==> src/rtl/hazard_ctrl.sv <==
// hazard_ctrl: WISC decode-stage hazard/forwarding control with X/M shadow scoreboard; HAZARD_PERF_EN adds load-use stall counter
module hazard_ctrl #(
  parameter int REGW = 3,
  parameter int CNTW = 16
) (
  input  logic            clk,
  input  logic            rst,
  input  logic [REGW-1:0] srcAD,
  input  logic            srcAValidD,
  input  logic [REGW-1:0] srcBD,
  input  logic            srcBValidD,
  input  logic [REGW-1:0] wrtRegD,
  input  logic            regWrtD,
  input  logic            readEnD,
  input  logic            validD,
  input  logic            createDumpD,
  input  logic            branchTakenX,
  input  logic            memStallM,
  output logic            stallF,
  output logic            bubbleD,
  output logic            flushFD,
  output logic            x2xACntrlD,
  output logic            x2xBCntrlD,
  output logic            m2xACntrlD,
  output logic            m2xBCntrlD,
`ifdef HAZARD_PERF_EN
  output logic            haltedO,
  output logic [CNTW-1:0] stallCountO
`else
  output logic            haltedO
`endif
);
  typedef struct packed {
    logic            valid;
    logic            regWrt;
    logic [REGW-1:0] wrtReg;
    logic            isLoad;
  } sbEntry;
  localparam logic [0:0] RUN = 1'b0;
  localparam logic [0:0] HALTED = 1'b1;
  sbEntry sbX, sbM;
  logic [0:0] state;
  logic frozen, halted, issue, lu;
  logic matchXa, matchXb, matchMa, matchMb;
  always_comb begin
    frozen = memStallM;
    halted = state == HALTED;
    matchXa = srcAValidD & sbX.valid & sbX.regWrt & (sbX.wrtReg == srcAD);
    matchXb = srcBValidD & sbX.valid & sbX.regWrt & (sbX.wrtReg == srcBD);
    matchMa = srcAValidD & sbM.valid & sbM.regWrt & (sbM.wrtReg == srcAD);
    matchMb = srcBValidD & sbM.valid & sbM.regWrt & (sbM.wrtReg == srcBD);
    lu = validD & sbX.isLoad & (matchXa | matchXb);
    x2xACntrlD = validD & matchXa & !sbX.isLoad;
    x2xBCntrlD = validD & matchXb & !sbX.isLoad;
    m2xACntrlD = validD & matchMa & !x2xACntrlD;
    m2xBCntrlD = validD & matchMb & !x2xBCntrlD;
    // a taken branch kills D outright, so it overrides load-use and halt stalls
    stallF = frozen | (!branchTakenX & (lu | halted));
    bubbleD = !frozen & (branchTakenX | lu | halted);
    flushFD = !frozen & branchTakenX;
    issue = validD & !bubbleD & !frozen;
    haltedO = halted;
  end
  always_ff @(posedge clk or negedge rst) begin
    if (!rst) begin
      sbX <= '0;
      sbM <= '0;
      state <= RUN;
    end else if (!frozen) begin
      sbM <= sbX;
      sbX <= issue ? {1'b1, regWrtD, wrtRegD, readEnD} : '0;
      if (issue & createDumpD & !branchTakenX) state <= HALTED;
    end
  end
`ifdef HAZARD_PERF_EN
  always_ff @(posedge clk or negedge rst) begin
    if (!rst) stallCountO <= '0;
    else if (lu & !frozen & !branchTakenX & ~&stallCountO) stallCountO <= stallCountO + 1'b1;
  end
`endif
endmodule

==> config.mk <==
export PLATFORM = sky130hd
export DESIGN_NAME = hazard_ctrl
export DESIGN_NICKNAME = d
export VERILOG_FILES = /design/src/rtl/hazard_ctrl.sv
export SDC_FILE = /design/constraint.sdc
export NUM_CORES = 1
export LEC_CHECK = 0
export ABC_AREA = 1
export CAP_MARGIN = 20
export CORE_UTILIZATION = 30
export DETAILED_ROUTE_END_ITERATION = 8
export PLACE_DENSITY = 0.54
export SLEW_MARGIN = 0
export SYNTH_ARGS = -nofsm -noshare
export SYNTH_HDL_FRONTEND = slang
export SYNTH_SLANG_ARGS = --single-unit
==> constraint.sdc <==
create_clock -name clk -period 2.3 [get_ports clk]
set_input_delay 0.23 -clock clk [delete_from_list [all_inputs] [get_ports clk]]
set_output_delay 0.23 -clock clk [all_outputs]
set_load 0.01 [all_outputs]
==> results of run 1 <==
-- cell type report --
class                   count  area (µm²)  share of cell area, %
multi-input cells          71         412                   35.4
well taps                  30        37.5                   3.23
clock buffers               4        36.3                   3.12
flip-flops and latches     12         300                   25.8
inverters                  28         105                   9.03
repair buffers             27         273                   23.4
-- kinds of logic (layout without fill, tap and decap cells) --
kind of cell	Yosys count	in the layout
AND/OR/NAND/NOR	49	49
buffers and inverters	30	59
AO/OA/AOI/OAI	16	16
flip-flops	12	12
XOR/XNOR	6	6
-- how the worst min path moves through the flow --
stage	startpoint	endpoint	slack (ps)	cells after the start
finish	rst	haltedO	320	1
detailed placement	haltedO	haltedO	500	1
global placement	sbM[4]	sbM[4]	490	2
CTS	rst	haltedO	340	1
floorplan	rst	haltedO	-70	0
global route	rst	haltedO	350	1
-- per-layer routing --
layer	vias up	global-route usage (%)	routed length [µm]
met4	0	6.41	25
met3	4	1.94	86
met5	-	0	0
li1	401	-	-
met2	20	20.9	787
met1	324	18.7	854
-- report_power, final --
part,internal (W),switching (W)
sequential,0.000227,0.0000145
combinational,0.0000702,0.0000610
clock,0.0000961,0.0000682
-- metrics by stage --
stage | hold slack [ps] | power [W] | utilization [%]
after floorplan | -65.6 | 0.000308 | -
after global placement | 492 | 0.000378 | 44.1
after detailed placement | 499 | 0.000379 | 44.1
after CTS | 338 | 0.000543 | 45.5
after global routing | 349 | 0.000565 | 45.7
final | 318 | 0.000537 | 45.7
-- Yosys cell counts, drive strengths merged --
master / instances / area share, %
nor4: 1 / 0.76
o2111ai: 1 / 1.1
dfrtp: 12 / 36
o21bai: 6 / 8.2
clkbuf: 1 / 0.45
nand4: 3 / 4.1
or2: 1 / 0.76
xnor2: 2 / 2.1
nor2: 8 / 3.9
a31oi: 2 / 1.5
nand2: 34 / 17
inv: 28 / 13
buf: 1 / 0.61
xor2: 4 / 4.2
a21oi: 1 / 0.61
nand3: 2 / 1.2
o21ai: 6 / 4.1
-- sequential cells by signal, summed over array words and instances (netlist names) --
register  count
haltedO       1
sbM           5
sbX           6
-- critical path: stages --
cell	delay (ps)
sky130_fd_sc_hd__clkdlybuf4s50_1	530
sky130_fd_sc_hd__inv_1	80
sky130_fd_sc_hd__or2_1	270
sky130_fd_sc_hd__o2111ai_1	210
sky130_fd_sc_hd__inv_1	50
sky130_fd_sc_hd__clkdlybuf4s50_1	470
-- what timing repair did --
action	in CTS	in global routing
resized for setup	0	2
buffers inserted	0	0
setup endpoints to repair	0	2
==> impl_results.md, run 1 <==
- Result of the run: complete, no violations
- Worst Max-Slew Pin Slew: between 500 and 600 ps
- Pleak: approximately 0.66 nW
- Instance area at placement: 1120 µm²
- Crit Path Max Fanout: 4
- Number of distinct library cell variants in the gate-level netlist after synthesis: 24
- Overall global routing resource usage: between 10% and 20%
- Initial core utilization: 32.4%
- Number of standard cells after synthesis: approximately 110
- WS Path Type: input pin to output pin
- Largest net degree at the start of global routing: 15
- Relative slew slack: a little over three fifths
- Initial detailed-routing violation count: 4
- Drt wl/cell: between 10 and 15 µm
- Clock insertion delay at the later pin of the skew report: about 270 ps
- First-pass GRT wire length: 2850 µm
- Global placement routability congestion: approximately 0.76
- Multiplexer area fraction after synthesis: 0%
- Data arrival time of the critical path: between 1500 and 2000 ps
- Clock skew after layout: roughly 2 ps
- Ratio of total power to cell area: 461 nW/µm²
- Adder and majority cell fraction of the synthesized area: 0%
- Overall die width: between 50 and 60 µm
- Total overflow reported by the global router: 0
- Count of nets after finishing: roughly 160
- Clock root buffer: sky130_fd_sc_hd__clkbuf_4
- End point of the critical path: m2xBCntrlD
- Count of final max-slew check failures: 0
- Total Routed Length: ~1800 µm
- Core ar.: between 2000 and 3000 µm²
- Sum of negative setup slack: 0 ps
- Most frequent standard cell in the layout excluding fill and tap cells: sky130_fd_sc_hd__nand2_1
- Number of antenna repair diodes: 0
- Summed instance area of the synthesized netlist: between 800 and 900 µm²
- Peak supply drop: 0.392 mV
- Die span in y: approximately 54 µm
- Achievable frequency: between 400 and 500 MHz
- Type of the most critical hold path: input pin to async pin
- Length in cells of the worst reg-to-reg path: 9
- Top-level I/O count: 27
- Vias per cell: 4.35
- Source of the worst register-to-register timing path: sbX[1]
- Synth Area in Compound Gates: ~15%
- Crit. End Element: output pin
- Number of instances in the placed design: roughly 170
- Port Buf Inserts: 26
- Number of flip-flops and latches in the synthesized netlist: 12
- Final critical-path required period: between 2000 and 2500 ps
- Layout cells sized above 1: 14.8%
- Final worst path period share: 90.2%
- Clock transition at the registers of the reported paths: 70 ps
- Number of antenna violations at the first check in global routing: 0
- Pre-CTS worst setup slack: roughly 80 ps
- Cts bufs inserted: 3
- H-tree levels: 1
- Slack of the critical path: between 200 and 250 ps
- Post-route cell area: between 1000 and 1500 µm²
- Max Root-Sink Buffers: 2
- Combinational family with the most area after synthesis: simple AND/OR/NAND/NOR gates
- Xor/xnor cell area share of the yosys netlist: around 6.4%
- Leading cell types in the layout, fill and taps excluded: sky130_fd_sc_hd__nand2_1 (30), sky130_fd_sc_hd__inv_1 (25), sky130_fd_sc_hd__clkdlybuf4s50_1 (24), sky130_fd_sc_hd__dfrtp_1 (12), sky130_fd_sc_hd__nor2_1 (7)
- Fill cells: roughly 280
- Setup repair after global routing missed its margin: no
- Area share of and/or/nand/nor cells after synthesis: 28.0%
- Post-synth net total: ~130
- Sequential share of the synthesized area: between 30% and 40%
- Crit. Startpoint: validD
- Register-to-register path setup slack: 1000 ps
- Reg-to-reg critical path endpoint: sbX[1]
- Site Rows: 18
- Sink Count: 12
- Area of the die: ~3000 µm²
- Count of final hold-check violations: 0
- Via total after detailed routing: 749
- Max-cap check violation count: 0
- First drt pass iteration count: 4
- ANT nets after route: 0
- Total of warnings raised by yosys: 0
- Synth Area per Inst: between 7 and 8 µm²
- Via count of the first global-routing pass: 675
- Final Instance Count excl. Fillers: ~170
- Number of remaining DRC errors: 0
- Synth-to-Final Area Change: 40.9%
- Count of hold buffers inserted by post-cts repair: 0
- Req. time, crit path: approximately 2100 ps
- Detailed-placement wirelength estimate: ~1500 µm
- Startpoint Class: input pin
- Finish-stage setup viols: 0
- TritonCTS clock tree: yes
Note: power is estimated with default switching activity, not from simulation.
==> run 2, diff against run 1 <==
--- a/config.mk
+++ b/config.mk
@@ -7,9 +7,11 @@
 export LEC_CHECK = 0
 export ABC_AREA = 1
 export CAP_MARGIN = 20
-export CORE_UTILIZATION = 30
+export CORE_UTILIZATION = 48
 export DETAILED_ROUTE_END_ITERATION = 8
-export PLACE_DENSITY = 0.54
+export HOLD_SLACK_MARGIN = 0.03
+export PLACE_DENSITY = 0.81
+export RECOVER_POWER = 50
 export SLEW_MARGIN = 0
 export SYNTH_ARGS = -nofsm -noshare
 export SYNTH_HDL_FRONTEND = slang
==> run 2 against run 1 <==
Compared with the run above:
- the flow now finishes with violations (design-rule violations)
- setup slack got worse by 55 ps
- core utilization up 27 points
- via count is 5.9% higher
- final cell count fell by 8.7%
- critical path depth up 3
- total power is 8.0% lower
- sequential power about the same
- flip-flop and latch count is the same
- global-route usage rose by 9.5 points
- largest cell class unchanged
==> impl_results.md, run 2 (synthesized netlist as in run 1, its figures left out) <==
- Source of the worst register-to-register timing path: sbX[2]
- Setup repair after global routing missed its margin: no
- Clock root buffer: sky130_fd_sc_hd__clkbuf_4
- First-pass GRT wire length: 3150 µm (+10%)
- Count of final hold-check violations: 0 (unchanged)
- Overall global routing resource usage: 23.1% (+9.5 points)
- Total Routed Length: 1770 µm (+0.80%)
- Area of the die: 1890 µm² (-36%)
- Detailed-placement wirelength estimate: 1450 µm (-0.24%)
- Length in cells of the worst reg-to-reg path: 9 (unchanged)
- Top routing layer in use: met4
- H-tree levels: 1 (unchanged)
- Fill cells: 125 (-56%)
- Worst Max-Slew Pin Slew: 530 ps (-28.2 ps)
- Req. time, crit path: 2070 ps (about the same)
- Global placement routability congestion: 0.888 (+17%)
- Count of nets after finishing: 162 (unchanged)
- Largest net degree at the start of global routing: 13 (-2)
- Via total after detailed routing: 793 (+5.9%)
- Footprint of the multi-input gates: 412 µm² (unchanged)
- First drt pass iteration count: 7 (+3)
- Crit. End Element: output pin
- Pleak: 0.654 nW (-1.5%)
- Clock insertion delay at the later pin of the skew report: 260 ps (about the same)
- Met1 routed wirelength after detailed routing: 773 µm (-9.5%)
- Post-CTS setup buffers: 0 (unchanged)
- Final worst path period share: 92.6% (+2.4 points)
- Relative slew slack: 64.6% (+1.9 points)
- Max-cap check violation count: 0 (unchanged)
- Result of the run: finished, violations left
- Leading cell types in the layout, fill and taps excluded: sky130_fd_sc_hd__nand2_1 (30), sky130_fd_sc_hd__inv_1 (25), sky130_fd_sc_hd__clkdlybuf4s50_1 (22), sky130_fd_sc_hd__dfrtp_1 (12), sky130_fd_sc_hd__nor2_1 (7)
- Type of the most critical hold path: input pin to async pin
- Crit Path Max Fanout: 3 (-1)
- Crit. Startpoint: srcBD[0]
- Number of antenna violations at the first check in global routing: 0 (unchanged)
- TritonCTS clock tree: yes
- Number of remaining DRC errors: 5 (+5)
- Initial core utilization: 53.0% (+21 points)
- Data arrival time of the critical path: 1900 ps (+60 ps)
- Post-layout utilization of the core: 72.4% (+27 points)
- Startpoint Class: input pin
- Sum of negative setup slack: 0 ps (unchanged)
- Number of instances in the placed design: 154 (-8.3%)
- Ratio of total power to cell area: 438 nW/µm² (-5.1%)
- Port Buf Inserts: 26 (unchanged)
- Site Rows: 14 (-4)
- Cts bufs inserted: 3 (unchanged)
- Drt wl/cell: 11.3 µm (+10%)
- Detail Route met3 WL: 83 µm (-3.5%)
- Achievable frequency: 470 MHz (-2.6%)
- Reg-to-reg critical path endpoint: sbX[0]
- Register-to-register path setup slack: 980 ps (-20 ps)
- Peak supply drop: 0.360 mV (-8.1%)
- Via count of the first global-routing pass: 795 (+18%)
- Sink Count: 12 (unchanged)
- Number of antenna repair diodes: 0 (unchanged)
- Count of final max-slew check failures: 0 (unchanged)
- Clock skew after layout: 0.474 ps (-1.47 ps)
- WL met2: 859 µm (+9.1%)
- ANT nets after route: 0 (unchanged)
- Final Instance Count excl. Fillers: 157 (-8.7%)
- Top-level I/O count: 27 (unchanged)
- Most flop-heavy register: sbX
- Core ar.: 1560 µm² (-39%)
- WS Path Type: input pin to output pin
- Violated checks: design-rule violations
- Overall die width: 43.5 µm (-20%)
- Flip-flop count of the largest register after layout: 6 (unchanged)
- Storage cell area: 300 µm² (unchanged)
- Synth-to-Final Area Change: 36.7%
- Initial detailed-routing violation count: 18 (+14)
- Most frequent standard cell in the layout excluding fill and tap cells: sky130_fd_sc_hd__nand2_1
- Clock transition at the registers of the reported paths: 60 ps (about the same)
- Max Root-Sink Buffers: 2 (unchanged)
- Die span in y: 43.5 µm (-20%)
- Final critical-path required period: 2130 ps (+55.3 ps)
- Finish-stage setup viols: 0 (unchanged)
- Final hold slack: 380 ps (+62.0 ps)
- End point of the critical path: m2xBCntrlD
- Vias per cell: 5.05 (+16%)
- Layout cells sized above 1: 13.5% (-1.3 points)
- Total overflow reported by the global router: 0 (unchanged)
-- run 2: changes by cell type in the layout (fill, tap and decap cells not counted) --
cell / before / now
sky130_fd_sc_hd__clkbuf_1: 0 / 1
sky130_fd_sc_hd__clkdlybuf4s50_1: 24 / 22
sky130_fd_sc_hd__buf_4: 1 / 0
sky130_fd_sc_hd__dlygate4sd3_1: 0 / 2
sky130_fd_sc_hd__clkbuf_8: 1 / 0
-- run 2: how the worst min path moves through the flow --
stage | start | end | slack [ps]
floorplan | rst | haltedO | -70
global placement | haltedO | haltedO | 480
detailed placement | haltedO | haltedO | 490
CTS | rst | sbM[5] | 320
global route | rst | sbX[3] | 420
finish | rst | sbM[1] | 380
-- run 2: final cells by class --
type / instances / share of cell area (%)
Multi-Input combinational cell: 71 / 36.5
Sequential cell: 12 / 26.6
Timing Repair Buffer: 27 / 23.8
Inverter: 28 / 9.31
Clock buffer: 3 / 2.00
Tap cell: 16 / 1.77
-- run 2: timing repair --
item / 4_1_cts / 5_1_grt
gates resized for setup: 0 / 2
setup endpoints to repair: 0 / 2
hold buffers: 0 / 0
-- run 2: report_power, final --
group | internal, W | total, W | switching [W]
Clock | 0.0000605 | 0.000121 | 0.0000606
Sequential | 0.000227 | 0.000242 | 0.0000146
Combinational | 0.0000688 | 0.000131 | 0.0000624
-- run 2: worst max-delay path: stages --
cell	delay (ps)
sky130_fd_sc_hd__clkdlybuf4s50_1	530
sky130_fd_sc_hd__inv_1	50
sky130_fd_sc_hd__nand2_1	60
sky130_fd_sc_hd__nand2_1	50
sky130_fd_sc_hd__nor2_1	170
sky130_fd_sc_hd__nand2_2	90
sky130_fd_sc_hd__o2111ai_1	190
sky130_fd_sc_hd__inv_1	50
sky130_fd_sc_hd__clkdlybuf4s50_1	470
-- run 2: layer usage --
| metal | vias to the layer above | GRT usage [%] |
|---|---|---|
| met2 | 23 | 37.0 |
| met3 | 6 | 3.75 |
| met1 | 364 | 28.2 |
| li1 | 400 | - |
| met4 | 0 | 16.9 |
| met5 | - | 0 |
-- run 2: metrics by stage --
stage          power, W  area (µm²)  worst slack (ps)
2_1_floorplan  0.000308         826              1010
3_3_place_gp   0.000375        1100               114
3_5_place_dp   0.000379        1100              63.4
4_1_cts        0.000502        1130              57.6
5_1_grt        0.000528        1130              25.4
6_report       0.000494        1130               171
